**src/rtl/lpc_axis_serializer.sv**
```systemverilog
// Serializes wide encoder FIFO words into MSB-first AXI-Stream beats.
// One LOAD bubble separates consecutive words; the FIFO is popped on the final beat.
//
// state | meaning
// IDLE  | no word held; pop the FIFO as soon as it is non-empty
// LOAD  | FIFO read data valid this cycle; capture word and flags
// SEND  | present beats; advance on each TVALID/TREADY handshake
module lpc_axis_serializer #(
    parameter int WORD_WIDTH = 80,
    parameter int OUT_WIDTH  = 8
) (
    input  logic                  ACLK,
    input  logic                  ARESET_N,
    input  logic [WORD_WIDTH-1:0] FIFO_DATA,
    input  logic                  FIFO_LAST,
    input  logic                  FIFO_USER,
    input  logic                  FIFO_EMPTY,
    output logic                  FIFO_RD_EN,
    output logic [OUT_WIDTH-1:0]  M_TDATA,
    output logic                  M_TVALID,
    input  logic                  M_TREADY,
    output logic                  M_TLAST,
    output logic                  M_TUSER,
    output logic                  BUSY
);

    localparam int BEATS = WORD_WIDTH / OUT_WIDTH;
    localparam int CNT_W = (BEATS > 1) ? $clog2(BEATS) : 1;
    localparam logic [CNT_W-1:0] LAST_BEAT = CNT_W'(BEATS - 1);

    typedef enum logic [1:0] {
        IDLE = 2'd0,
        LOAD = 2'd1,
        SEND = 2'd2
    } state_t;

    state_t                state;
    state_t                state_nxt;
    logic [WORD_WIDTH-1:0] shift_reg;
    logic                  last_flag;
    logic                  user_flag;
    logic [CNT_W-1:0]      beat_cnt;
    logic                  handshake;
    logic                  final_beat;
    logic                  pop;

    always_comb begin
        handshake  = (state == SEND) && M_TREADY;
        final_beat = handshake && (beat_cnt == LAST_BEAT);
    end

    always_comb begin
        state_nxt = state;
        pop       = 1'b0;
        case (state)
            IDLE: begin
                if (!FIFO_EMPTY) begin
                    pop       = 1'b1;
                    state_nxt = LOAD;
                end
            end
            LOAD: state_nxt = SEND;
            SEND: begin
                if (final_beat) begin
                    if (!FIFO_EMPTY) begin
                        pop       = 1'b1;
                        state_nxt = LOAD;
                    end else begin
                        state_nxt = IDLE;
                    end
                end
            end
            default: state_nxt = IDLE;
        endcase
    end

    always_ff @(posedge ACLK or negedge ARESET_N) begin
        if (!ARESET_N) begin
            state <= IDLE;
        end else begin
            state <= state_nxt;
        end
    end

    always_ff @(posedge ACLK or negedge ARESET_N) begin
        if (!ARESET_N) begin
            shift_reg <= '0;
            last_flag <= 1'b0;
            user_flag <= 1'b0;
            beat_cnt  <= '0;
        end else if (state == LOAD) begin
            shift_reg <= FIFO_DATA;
            last_flag <= FIFO_LAST;
            user_flag <= FIFO_USER;
            beat_cnt  <= '0;
        end else if (handshake) begin
            shift_reg <= shift_reg << OUT_WIDTH;
            beat_cnt  <= final_beat ? '0 : beat_cnt + 1'b1;
        end
    end

    // IDLE is the reset state, so the pop must be masked while reset is held.
    assign FIFO_RD_EN = pop && ARESET_N;
    assign M_TVALID   = (state == SEND);
    assign M_TDATA    = shift_reg[WORD_WIDTH-1 -: OUT_WIDTH];
    assign M_TUSER    = (state == SEND) && user_flag && (beat_cnt == '0);
    assign M_TLAST    = (state == SEND) && last_flag && (beat_cnt == LAST_BEAT);
    assign BUSY       = (state != IDLE);

endmodule

```
**config.mk**
```make
export PLATFORM = sky130hd
export DESIGN_NAME = lpc_axis_serializer
export DESIGN_NICKNAME = d
export VERILOG_FILES = /design/src/rtl/lpc_axis_serializer.sv
export SDC_FILE = /design/constraint.sdc
export NUM_CORES = 1
export LEC_CHECK = 0
export CAP_MARGIN = 10
export CELL_PAD_IN_SITES_DETAIL_PLACEMENT = 0
export CELL_PAD_IN_SITES_GLOBAL_PLACEMENT = 1
export CORE_AREA = 2 2 104 106
export DETAILED_ROUTE_END_ITERATION = 6
export DIE_AREA = 0 0 106 108
export PLACE_DENSITY_LB_ADDON = 0.25
export SLEW_MARGIN = 20
export SYNTH_ARGS = -nofsm -noshare
export SYNTH_HDL_FRONTEND = slang
export SYNTH_SLANG_ARGS = --single-unit
```
**constraint.sdc**
```tcl
create_clock -name ACLK -period 3.35 [get_ports ACLK]
set_input_delay 0.67 -clock ACLK [delete_from_list [all_inputs] [get_ports ACLK]]
set_output_delay 0.67 -clock ACLK [all_outputs]
set_load 0.02 [all_outputs]
```
### Yosys cells after proc, flatten, opt, wreduce, memory -nomap -nowiden

Cells that the tools add are included.

| cells by class | value |
|---|---|
| add/sub/neg operators | 1 |
| $mul | 0 |
| divide/modulo/power cells | 0 |
| $lt $le $gt $ge | 0 |
| equal/unequal tests | 5 |
| shift operators | 0 |
| multiplexer cells | 12 |
| bitwise operators | 0 |
| reduce and logical (&&, ||, !) cells | 12 |

Operators with widths:

| cell | number |
|---|---|
| $mux W80 | 2 |
| $mux W4 | 3 |
| $logic_and A1 B1 Y1 | 7 |
| $pmux W2 S3 | 1 |
| $add A4 B1 Y4 const B | 1 |
| $eq A4 B4 Y1 const B | 1 |
| $logic_not A4 Y1 | 1 |
| $mux W2 | 2 |
| $reduce_bool A2 Y1 | 2 |
| $mux W1 | 3 |
| $eq A2 B1 Y1 const B | 1 |
| $eq A2 B2 Y1 const B | 1 |
| $logic_not A2 Y1 | 1 |
| $ne A2 B1 Y1 const B | 1 |
| $ne A2 B2 Y1 const B | 1 |
| $pmux W1 S2 | 1 |
| $reduce_and A2 Y1 | 1 |

| word-level totals | value |
|---|---|
| register bits | 88 |
| latch bits | 0 |
| memory bits (writable) | 0 |
| ROM bits | 0 |
| output and inout bits | 13 |
| memories kept | 0 |

### Logic depth before layout (Yosys ltp)

Gate-level depths: netlist (run 1).

| depth | value |
|---|---|
| depth after elaboration | 6 |
| mapped depth | 6 |
| depth with buffers taken out | 5 |

### Least setup slack after synthesis (run 1)

OpenSTA, ideal clock, no wires.

| timing | value |
|---|---|
| kind | register to output |
| from | reg state[0] |
| to | out M_TUSER |
| arrival time | 1.696 ns |
| data required time | 2.680 ns |
| path slack | 0.984 ns |
| cell stages (with the launch flop) | 4 |
| path buffers | 1 |
| cells stage by stage | dfrtp_1 buf_2 nor2b_1 nor4b_1 |

| on the way | value |
|---|---|
| cells in the longest elaborated chain, start to end | 3 |

Ends and longest elaborated chain:

| element | RTL line | source |
|---|---|---|
| from (decl) | 37 | `state_t state;` |
| from (signal assigned) | 81 | `state <= state_nxt;` |
| $eq A2 B2 Y1 | n/a |  |
| named net M_TVALID | 20 | `output logic M_TVALID,` |
| $logic_and A1 B1 Y1 (2 in series) | 106 | `assign M_TUSER = (state == SEND) && user_flag && (beat_cnt == '0);` |
| to (decl) | 23 | `output logic M_TUSER,` |

The timed path passes the listed nets, and every way through them passes these cells.

### Worst setup path in the final report (run 1)

| timing | value |
|---|---|
| from | in M_TREADY |
| to | out FIFO_RD_EN |

| on the way | value |
|---|---|
| cells in the longest elaborated chain, start to end | 5 |

Ends and longest elaborated chain:

| element | RTL line | source |
|---|---|---|
| from (decl) | 21 | `input logic M_TREADY,` |
| $logic_and A1 B1 Y1 | 48 | `handshake = (state == SEND) && M_TREADY;` |
| $logic_and A1 B1 Y1 | 49 | `final_beat = handshake && (beat_cnt == LAST_BEAT);` |
| $mux W1 | 64 | `if (final_beat) begin` |
| $pmux W1 S2 | 55 | `case (state)` |
| $logic_and A1 B1 Y1 | 103 | `assign FIFO_RD_EN = pop && ARESET_N;` |
| to (decl) | 18 | `output logic FIFO_RD_EN,` |

No other way between the ends.

==> results.sh, run 1 <==
export IMPL_fp_row_count=37
export IMPL_ctsHoldBuffers=0
export IMPL_grt_first_pass_wirelength_um=16170
export IMPL_tns_ns=0
export IMPL_crit_type="input pin to primary output"
export IMPL_powerDensity_mw_per_mm2=790.8
export IMPL_cp_num_buf_inv=2
export IMPL_synth_compound_area_frac=0.1682
export IMPL_synth_cell_types=32
export IMPL_synth_edff_count=0
export IMPL_internal_power_mw=2.653
export IMPL_cpMostUsedCell="clkdlybuf4s50_1"
export IMPL_finalPower_mw=4.122
export IMPL_detail_route_wl_per_cell_um=15.63
export IMPL_p_leak_nw=2.465
export IMPL_tritoncts="done"
export IMPL_num_io_pins=99
export IMPL_dieArea_mm2=0.01145
export IMPL_io_buffer_count=98
export IMPL_nFillCells=996
export IMPL_cpLargestDelayFamily="buffers and inverters"
export IMPL_grt_max_degree=77
export IMPL_clock_path_buffers=2
export IMPL_period_minus_slack_ns=3.109
export IMPL_path_max_fanout=7
export IMPL_place_congestion=0.7318
export IMPL_nets=566
export IMPL_setup_violations=0
export IMPL_drive_gt1_frac=0.05394
export IMPL_crit_chain="clkdlybuf4s50_1 > nand4b_1 > a211oi_1 > and2_1 > clkdlybuf4s50_1"
export IMPL_syn_area_per_cell_um2=9.877
export IMPL_clkTransAtPathRegs_ns=0.09
export IMPL_p_switching_mw=1.469
export IMPL_dp_slack_ns=0.2233
export IMPL_finalWorstSetupSlack_ns=0.2408
export IMPL_cts_resized=0
export IMPL_status="finished, final reports clean"
export IMPL_antenna_found_initial=0
export IMPL_crit_cells=5
export IMPL_final_util=0.5095
export IMPL_power_frac_clock=0.203
export IMPL_crit_slowest_cell="clkdlybuf4s50_1"
export IMPL_post_cts_buffers=0
export IMPL_worstPathArrival_ns=2.44
export IMPL_die_h_um=108
export IMPL_synthArstFlopShare=1.000
export IMPL_ir_drop_uv=354.2
export IMPL_synth_top_area_share=0.5491
export IMPL_h_tree_depth=3
export IMPL_clock_latency_ns=0.34
export IMPL_area_delta_synth_final_pct=29.98
export IMPL_synth_ff_type="dfrtp_1"
export IMPL_cpPeakStageDelay_ns=0.60
export IMPL_drt_total_wl_um=9661
export IMPL_synth_top_family_by_area="simple AND/OR/NAND/NOR gates"
export IMPL_seq_power_share=0.438
export IMPL_worstSetupEndpointType="primary output"
export IMPL_synthSimpleGateAreaFrac=0.2072
export IMPL_synthAdderAreaFrac=0.009360
export IMPL_core_region_area_mm2=0.01023
export IMPL_ys_warn_count=0
export IMPL_yosysTopAreaCell="dfrtp_1"
export IMPL_synth_net_count=495
export IMPL_critPathRequiredTime_ns=2.68
export IMPL_period_share=0.9281
export IMPL_die_w_um=106
export IMPL_finClkSkew_ns=0.01194
export IMPL_cp_start_kind="input pin"
export IMPL_max_freq_ghz=0.3216
export IMPL_post_dp_hpwl_um=5928
export IMPL_maxCapViolations=0
export IMPL_synth_seq_cells=88
export IMPL_grt_pass1_vias=3313
export IMPL_synth_common_cells="nand2_1 (91), dfrtp_1 (88), nand3_1 (73), a22oi_1 (64), buf_2 (23)"
export IMPL_synthMuxAreaShare=0
export IMPL_start_util=0.3920
export IMPL_hold_viol_final=0
export IMPL_synthesis_area_mm2=0.004010
export IMPL_detail_route_first_pass_iterations=5
export IMPL_grt_overflow_total=0
export IMPL_ys_seq_area_frac=0.5491
export IMPL_drv_slew=0
export IMPL_reg2regPathDepth=5
export IMPL_synth_xor_area_frac=0
export IMPL_grt_setup_unrepaired="false"
export IMPL_timing_slew_headroom=0.4093
export IMPL_min_path_type="input pin to async pin"
export IMPL_drc=0
export IMPL_vias=3238
export IMPL_cts_made_buffers=9
export IMPL_largest_register_ffs=80
export IMPL_yosysMostFrequentCell="nand2_1"
export IMPL_syn_inst=406
export IMPL_antenna_cells=0
export IMPL_drt_iter0_drc=224
export IMPL_ctsRootBufferMaster="clkbuf_8"
export IMPL_ys_top_cells_by_area="dfrtp_1 (55%), a22oi_1 (12%), nand3_1 (9.1%), nand2_1 (8.5%), buf_2 (2.9%)"
export IMPL_ant_nets=0
export IMPL_grt_total_usage=0.1746
export IMPL_worst_pin_slew_ns=0.8861
export IMPL_swShare=0.3563
export IMPL_combPwrFrac=0.359
export IMPL_viasPerCell=5.239
export IMPL_clock_sinks=88
placed cells by master, fill, tap and decap left out, types with 2 or more instances in the layout:
cell type	count
dfrtp_1	88
ha_1	3
nand3_1	73
a21o_1	8
a22o_1	9
clkdlybuf4s50_1	97
nand2_1	91
a22oi_1	64
inv_1	3
clkbuf_8	11
a32o_1	3
buf_12	2
and3_1	2
buf_4	4
bufinv_16	2
per-stage QoR:
step | instance area, µm² | hold slack, ns | std cells
after floorplan | 4010 | 0.3744 | 406
after global placement | 4981 | 0.4548 | 602
after detailed placement | 4981 | 0.4642 | 602
after CTS | 5213 | 0.2291 | 618
after global routing | 5213 | 0.2525 | 618
final | 5213 | 0.2338 | 618
kinds of logic (layout without fill, tap and decap cells):
| family | count (synthesis) | after routing |
|---|---|---|
| AOI/OAI and AO/OA | 88 | 88 |
| adders and majority gates | 3 | 3 |
| buffers and inverters | 46 | 122 |
| DFF | 88 | 88 |
| and+or+nand+nor | 181 | 181 |
power groups by stage:
stage | registers, mW | logic (mW) | clock network [mW]
6_report | 1.80 | 1.48 | 0.838
4_1_cts | 1.80 | 1.51 | 0.861
3_3_place_gp | 1.81 | 1.47 | 0
2_1_floorplan | 1.73 | 1.17 | 0
3_5_place_dp | 1.82 | 1.50 | 0
5_1_grt | 1.87 | 1.69 | 0.908
path summary, 6_finish.rpt:
kind	from	end	slack, ns
max	M_TREADY	FIFO_RD_EN	0.24
min	ARESET_N	state[1]	0.23
max reg2reg	state[0]	shift_reg[66]	1.44
min reg2reg	shift_reg[79]	shift_reg[79]	0.48
max in group asynchronous	ARESET_N	shift_reg[34]	2.00
min in group ACLK	shift_reg[79]	shift_reg[79]	0.48
routing by layer:
layer / vias to the layer above / share of wire / global-route usage
met5: - / 0 / 0
met4: 0 / 0.0036 / 0.05075
met3: 2 / 0.056 / 0.03195
met2: 82 / 0.48 / 0.2793
met1: 1576 / 0.46 / 0.2445
li1: 1578 / - / -
worst register-to-register path, stage by stage (launching register included):
cell,delay [ns]
dfrtp_1,0.58
nand3b_1,0.17
buf_4,0.27
buf_4,0.53
nand3_1,0.20
nand2_1,0.11
cell type report:
class	count	area (µm²)	share of cell area
sequential	88	2202	0.4225
clock buffer	12	155.1	0.02976
multi-input combinational	272	1556	0.2986
clock inverter	4	76.32	0.01464
inverter	3	11.26	0.002160
tap	136	170.2	0.03265
timing repair buffer	103	1041	0.1997
(Power assumes the default switching activity.)
==> run 2, diff against run 1 <==
CORE_AREA = 2 2 93 117   (was 2 2 104 106)
DIE_AREA = 0 0 95 119   (was 0 0 106 108)
==> run 2 against run 1 <==
Against the previous run:
- sequential power about the same
- routed wire length up 1.6%
- hold slack better by 0.18 ns
- power up 2.3%
- via count up 1.9%
- core utilization down 0.15 points
- clock power up 11%
- critical path type unchanged
- critical endpoint unchanged
==> results.sh, run 2 (synthesis gave the netlist of run 1 again) <==
export IMPL_status="finished, final reports clean"
export IMPL_worstPathArrival_ns=2.46
export IMPL_ctsHoldBuffers=0
export IMPL_core_region_area_mm2=0.01035
export IMPL_maxCapViolations=0
export IMPL_io_buffer_count=98
export IMPL_powerDensity_mw_per_mm2=801.9
export IMPL_grt_first_pass_wirelength_um=16310
export IMPL_tns_ns=0
export IMPL_path_max_fanout=7
export IMPL_area_delta_synth_final_pct=31.14
export IMPL_finClkSkew_ns=0.004296
export IMPL_worst_pin_slew_ns=0.7018
export IMPL_post_cts_buffers=0
export IMPL_min_path_type="input pin to async pin"
export IMPL_clock_path_buffers=2
export IMPL_hold_viol_final=0
export IMPL_num_io_pins=99
export IMPL_start_util=0.3874
export IMPL_period_share=0.9352
export IMPL_nFillCells=968
export IMPL_grt_total_usage=0.1821
export IMPL_drive_gt1_frac=0.05967
export IMPL_cts_made_buffers=9
export IMPL_final_area_mm2=0.005259
export IMPL_max_freq_ghz=0.3192
export IMPL_antenna_found_initial=0
export IMPL_fp_row_count=42
export IMPL_grt_max_degree=55
export IMPL_antenna_cells=0
export IMPL_crit_slowest_cell="clkdlybuf4s50_1"
export IMPL_cts_resized=0
export IMPL_drc=0
export IMPL_ctsRootBufferMaster="clkbuf_16"
export IMPL_post_dp_hpwl_um=6274
export IMPL_dieArea_mm2=0.01131
export IMPL_die_h_um=119
export IMPL_detail_route_first_pass_iterations=7
export IMPL_worstSetupEndpointType="primary output"
export IMPL_grt_overflow_total=0
export IMPL_ant_nets=0
export IMPL_cp_start_kind="input pin"
export IMPL_cpMostUsedCell="clkdlybuf4s50_1"
export IMPL_crit_type="input pin to primary output"
export IMPL_largest_register_ffs=80
export IMPL_dp_slack_ns=0.2086
export IMPL_clkTransAtPathRegs_ns=0.06
export IMPL_clock_latency_ns=0.33
export IMPL_drt_total_wl_um=9818
export IMPL_timing_slew_headroom=0.5321
export IMPL_period_minus_slack_ns=3.133
export IMPL_setup_violations=0
export IMPL_dpl_cell_area_mm2=0.004984
export IMPL_layout_common_cells="clkdlybuf4s50_1 (97), nand2_1 (91), dfrtp_1 (88)"
export IMPL_detail_route_wl_per_cell_um=15.89
export IMPL_nets=571
export IMPL_final_util=0.5080
export IMPL_crit_chain="clkdlybuf4s50_1 > nand4b_1 > a211oi_1 > and2_1 > clkdlybuf4s50_1"
export IMPL_clock_sinks=88
export IMPL_die_w_um=95
export IMPL_grt_setup_unrepaired="false"
export IMPL_r2r_end="shift_reg[27]"
export IMPL_regToRegStartpoint="state[0]"
export IMPL_critPathRequiredTime_ns=2.68
export IMPL_ir_drop_uv=290.3
export IMPL_reg2regPathDepth=4
export IMPL_viasPerCell=5.341
export IMPL_h_tree_depth=3
export IMPL_drt_iter0_drc=155
export IMPL_vias=3301
export IMPL_final_common_cell="clkdlybuf4s50_1"
export IMPL_grt_pass1_vias=3280
export IMPL_place_congestion=0.7290
export IMPL_cpPeakStageDelay_ns=0.60
export IMPL_finalWorstSetupSlack_ns=0.2170
export IMPL_tritoncts="done"
export IMPL_r2r_setup_slack_ns=1.42
export IMPL_fin_hold_ws_ns=0.4175
export IMPL_p_leak_nw=2.493
export IMPL_drv_slew=0
-- run 2: cell types whose count changed in the layout (fill, tap and decap cells not counted), moves of 2 or more --
cell,change
clkbuf_8,-9
clkbuf_16,+9
bufinv_16,-2
buf_12,-2
buf_4,+7
-- run 2: worst max-delay path by stage --
stage	start	to	slack, ns	cells after the start
2_1_floorplan	state[0]	M_TUSER	0.98	3
3_3_place_gp	M_TREADY	FIFO_RD_EN	0.27	5
3_5_place_dp	M_TREADY	FIFO_RD_EN	0.21	5
4_1_cts	M_TREADY	FIFO_RD_EN	0.21	5
5_1_grt	M_TREADY	FIFO_RD_EN	0.11	5
6_report	M_TREADY	FIFO_RD_EN	0.22	5
-- run 2: final cells by class --
type	count	area, µm²	area share
Tap cell	132	165.2	0.03141
Clock buffer	13	260.3	0.04949
Inverter	3	11.26	0.002141
Clock inverter	2	15.01	0.002855
Timing Repair Buffer	108	1054	0.2003
Sequential cell	88	2202	0.4187
Multi-Input combinational cell	272	1551	0.2950
-- run 2: stage by stage --
step                power (mW)  instances
finish                   4.217        618
detailed placement       3.321        603
floorplan                2.896        406
CTS                      4.276        618
global placement         3.280        603
global route             4.560        618
-- run 2: power breakdown --
group          switching (mW)  leakage [nW]  internal, mW  total, mW
Clock                   0.394         0.128         0.540      0.934
Sequential              0.278          1.12          1.53       1.81
Combinational           0.817          1.25         0.657       1.47
-- run 2: worst max-delay path: cells and delay by family --
kind / cells / cell delay (ns)
compound gates: 1 / 0.30
simple gates: 2 / 0.32
buf+inv: 2 / 1.18
-- run 2: metal layers --
layer | vias to the layer above | global-route usage | part of all wire
met1 | 1613 | 0.2584 | 0.45
met4 | 0 | 0.05707 | 0.0088
met3 | 6 | 0.04238 | 0.058
li1 | 1595 | - | -
met2 | 87 | 0.2762 | 0.48
met5 | - | 0 | 0
==> edit (config.mk and constraints of run 2) <==
Set the parameter `OUT_WIDTH` to 4 (it was 8).
--- a/src/rtl/lpc_axis_serializer.sv
+++ b/src/rtl/lpc_axis_serializer.sv
@@ -8,5 +8,5 @@
 module lpc_axis_serializer #(
     parameter int WORD_WIDTH = 80,
-    parameter int OUT_WIDTH  = 8
+    parameter int OUT_WIDTH  = 4
 ) (
     input  logic                  ACLK,
Interface: changed (resized M_TDATA); port bits go from 99 to 95. The function was not compared with the original's and may differ.
==> edit against run 2 <==
Clock power increased by 23%; critical path type is now flip-flop to output port; global-route usage hardly changed; wire length increased by 0.58%; sequential cell count up 1; setup slack improved by 0.067 ns; area after synthesis up 0.31%; cell area is 1.8% higher; largest cell class unchanged; total power up 5.4%; core utilization rose by 0.93 points; critical path depth is the same.
==> edit: results (changes against run 2) <==
synthTopCellsByArea: "dfrtp_1 (55%), a22oi_1 (13%), nand3_1 (9.6%)"  # was dfrtp_1 (55%), a22oi_1 (12%), nand3_1 (9.1%)
grt_pass1_wl_mm: 16.3  # about the same
synthToLayoutAreaGrowth_pct: 33.1  # was 31.1%
num_vias: 3379  # was 3301
path_max_fanout: 5  # was 7
worst_pin_slew_ns: 0.868  # was 0.702 ns
status: "completed"  # unchanged
yosysSeqAreaShare_pct: 55.4  # was 54.9%
globalplace.congestion: 0.719  # was 0.729
place_inst: 606  # was 603
drive_gt1_share_pct: 6.33  # was 5.97%
fill_cells: 985  # was 968
vdd_drop_max_mv: 0.592  # was 0.290 mV
grt.total_usage_pct: 18.2  # about the same
pre_cts_ws_ns: 0.435  # was 0.209 ns
dpl_cell_area_um2: 5010  # was 4980 um2
grt_pass1_vias: 3315  # was 3280
drt_iter0_drc: 254  # was 155
synth_compound_area_share_pct: 16.7  # was 16.8%
instances_no_fill: 622  # was 618
synth_common_cells: "dfrtp_1 (89), nand2_1 (88), nand3_1 (77), a22oi_1 (72), buf_2 (23)"  # was nand2_1 (91), dfrtp_1 (88), nand3_1 (73), a22oi_1 (64), buf_2 (23)
arrival_ns: 2.40  # was 2.46 ns
rr_worst_depth: 4  # unchanged
leakagePower_nw: 2.52  # was 2.49 nW
drt_wl_total_mm: 9.88  # was 9.82 mm
synth_nets: 499  # was 495
grt_max_degree: 79  # was 55
## edit: cell count changes in the layout (fill, tap and decap cells not counted), moves of 2 or more
cell | run 2 | this run
a22oi_1 | 64 | 72
a22o_1 | 9 | 4
clkdlybuf4s50_1 | 97 | 93
nand3_1 | 73 | 77
a32o_1 | 3 | 0
bufinv_16 | 0 | 3
nand2_1 | 91 | 88
a21o_1 | 8 | 6
nor3_1 | 0 | 2
## edit: path summary, 6_finish.rpt
path	startpoint	endpoint	slack, ns
worst max-delay path	beat_cnt[0]	FIFO_RD_EN	0.28
worst min-delay path	ARESET_N	shift_reg[7]	0.44
worst max register to register	state[0]	shift_reg[27]	1.40
worst min register to register	last_flag	last_flag	0.47
max in group asynchronous	ARESET_N	beat_cnt[2]	1.85
min in group ACLK	last_flag	last_flag	0.47
## edit: cell families (layout without fill, tap and decap cells)
logic type,count (synthesis),count (layout)
adders and majority gates,2,2
AOI/OAI and AO/OA,90,90
muxes,1,1
and+or+nand+nor,184,184
DFF,89,89
buffers and inverters,45,124
## edit: critical path, cell delays in order (launching register included)
cell,delay (ns)
dfrtp_1,0.41
ha_1,0.25
and4bb_1,0.30
a21boi_0,0.18
nor4b_1,0.27
clkdlybuf4s50_1,0.66
## edit: layout make-up
cell class              count  area share (%)
repair buffers            104            19.2
clock inverters             5            1.92
inverters                   4           0.280
multi-input cells         277            29.4
well taps                 132            3.08
clock buffers              11            4.53
flip-flops and latches     89            41.6
## edit: power breakdown
| part | internal, mW | switching [mW] | leakage [nW] |
|---|---|---|---|
| combinational | 0.638 | 0.825 | 1.23 |
| sequential | 1.55 | 0.276 | 1.13 |
| clock | 0.748 | 0.403 | 0.166 |
## edit: layer usage
layer  GRT usage, %  share of wire [%]
met5              0                  0
met4           6.25                1.3
met3           2.97                4.6
met2           28.2                 48
met1           25.8                 46
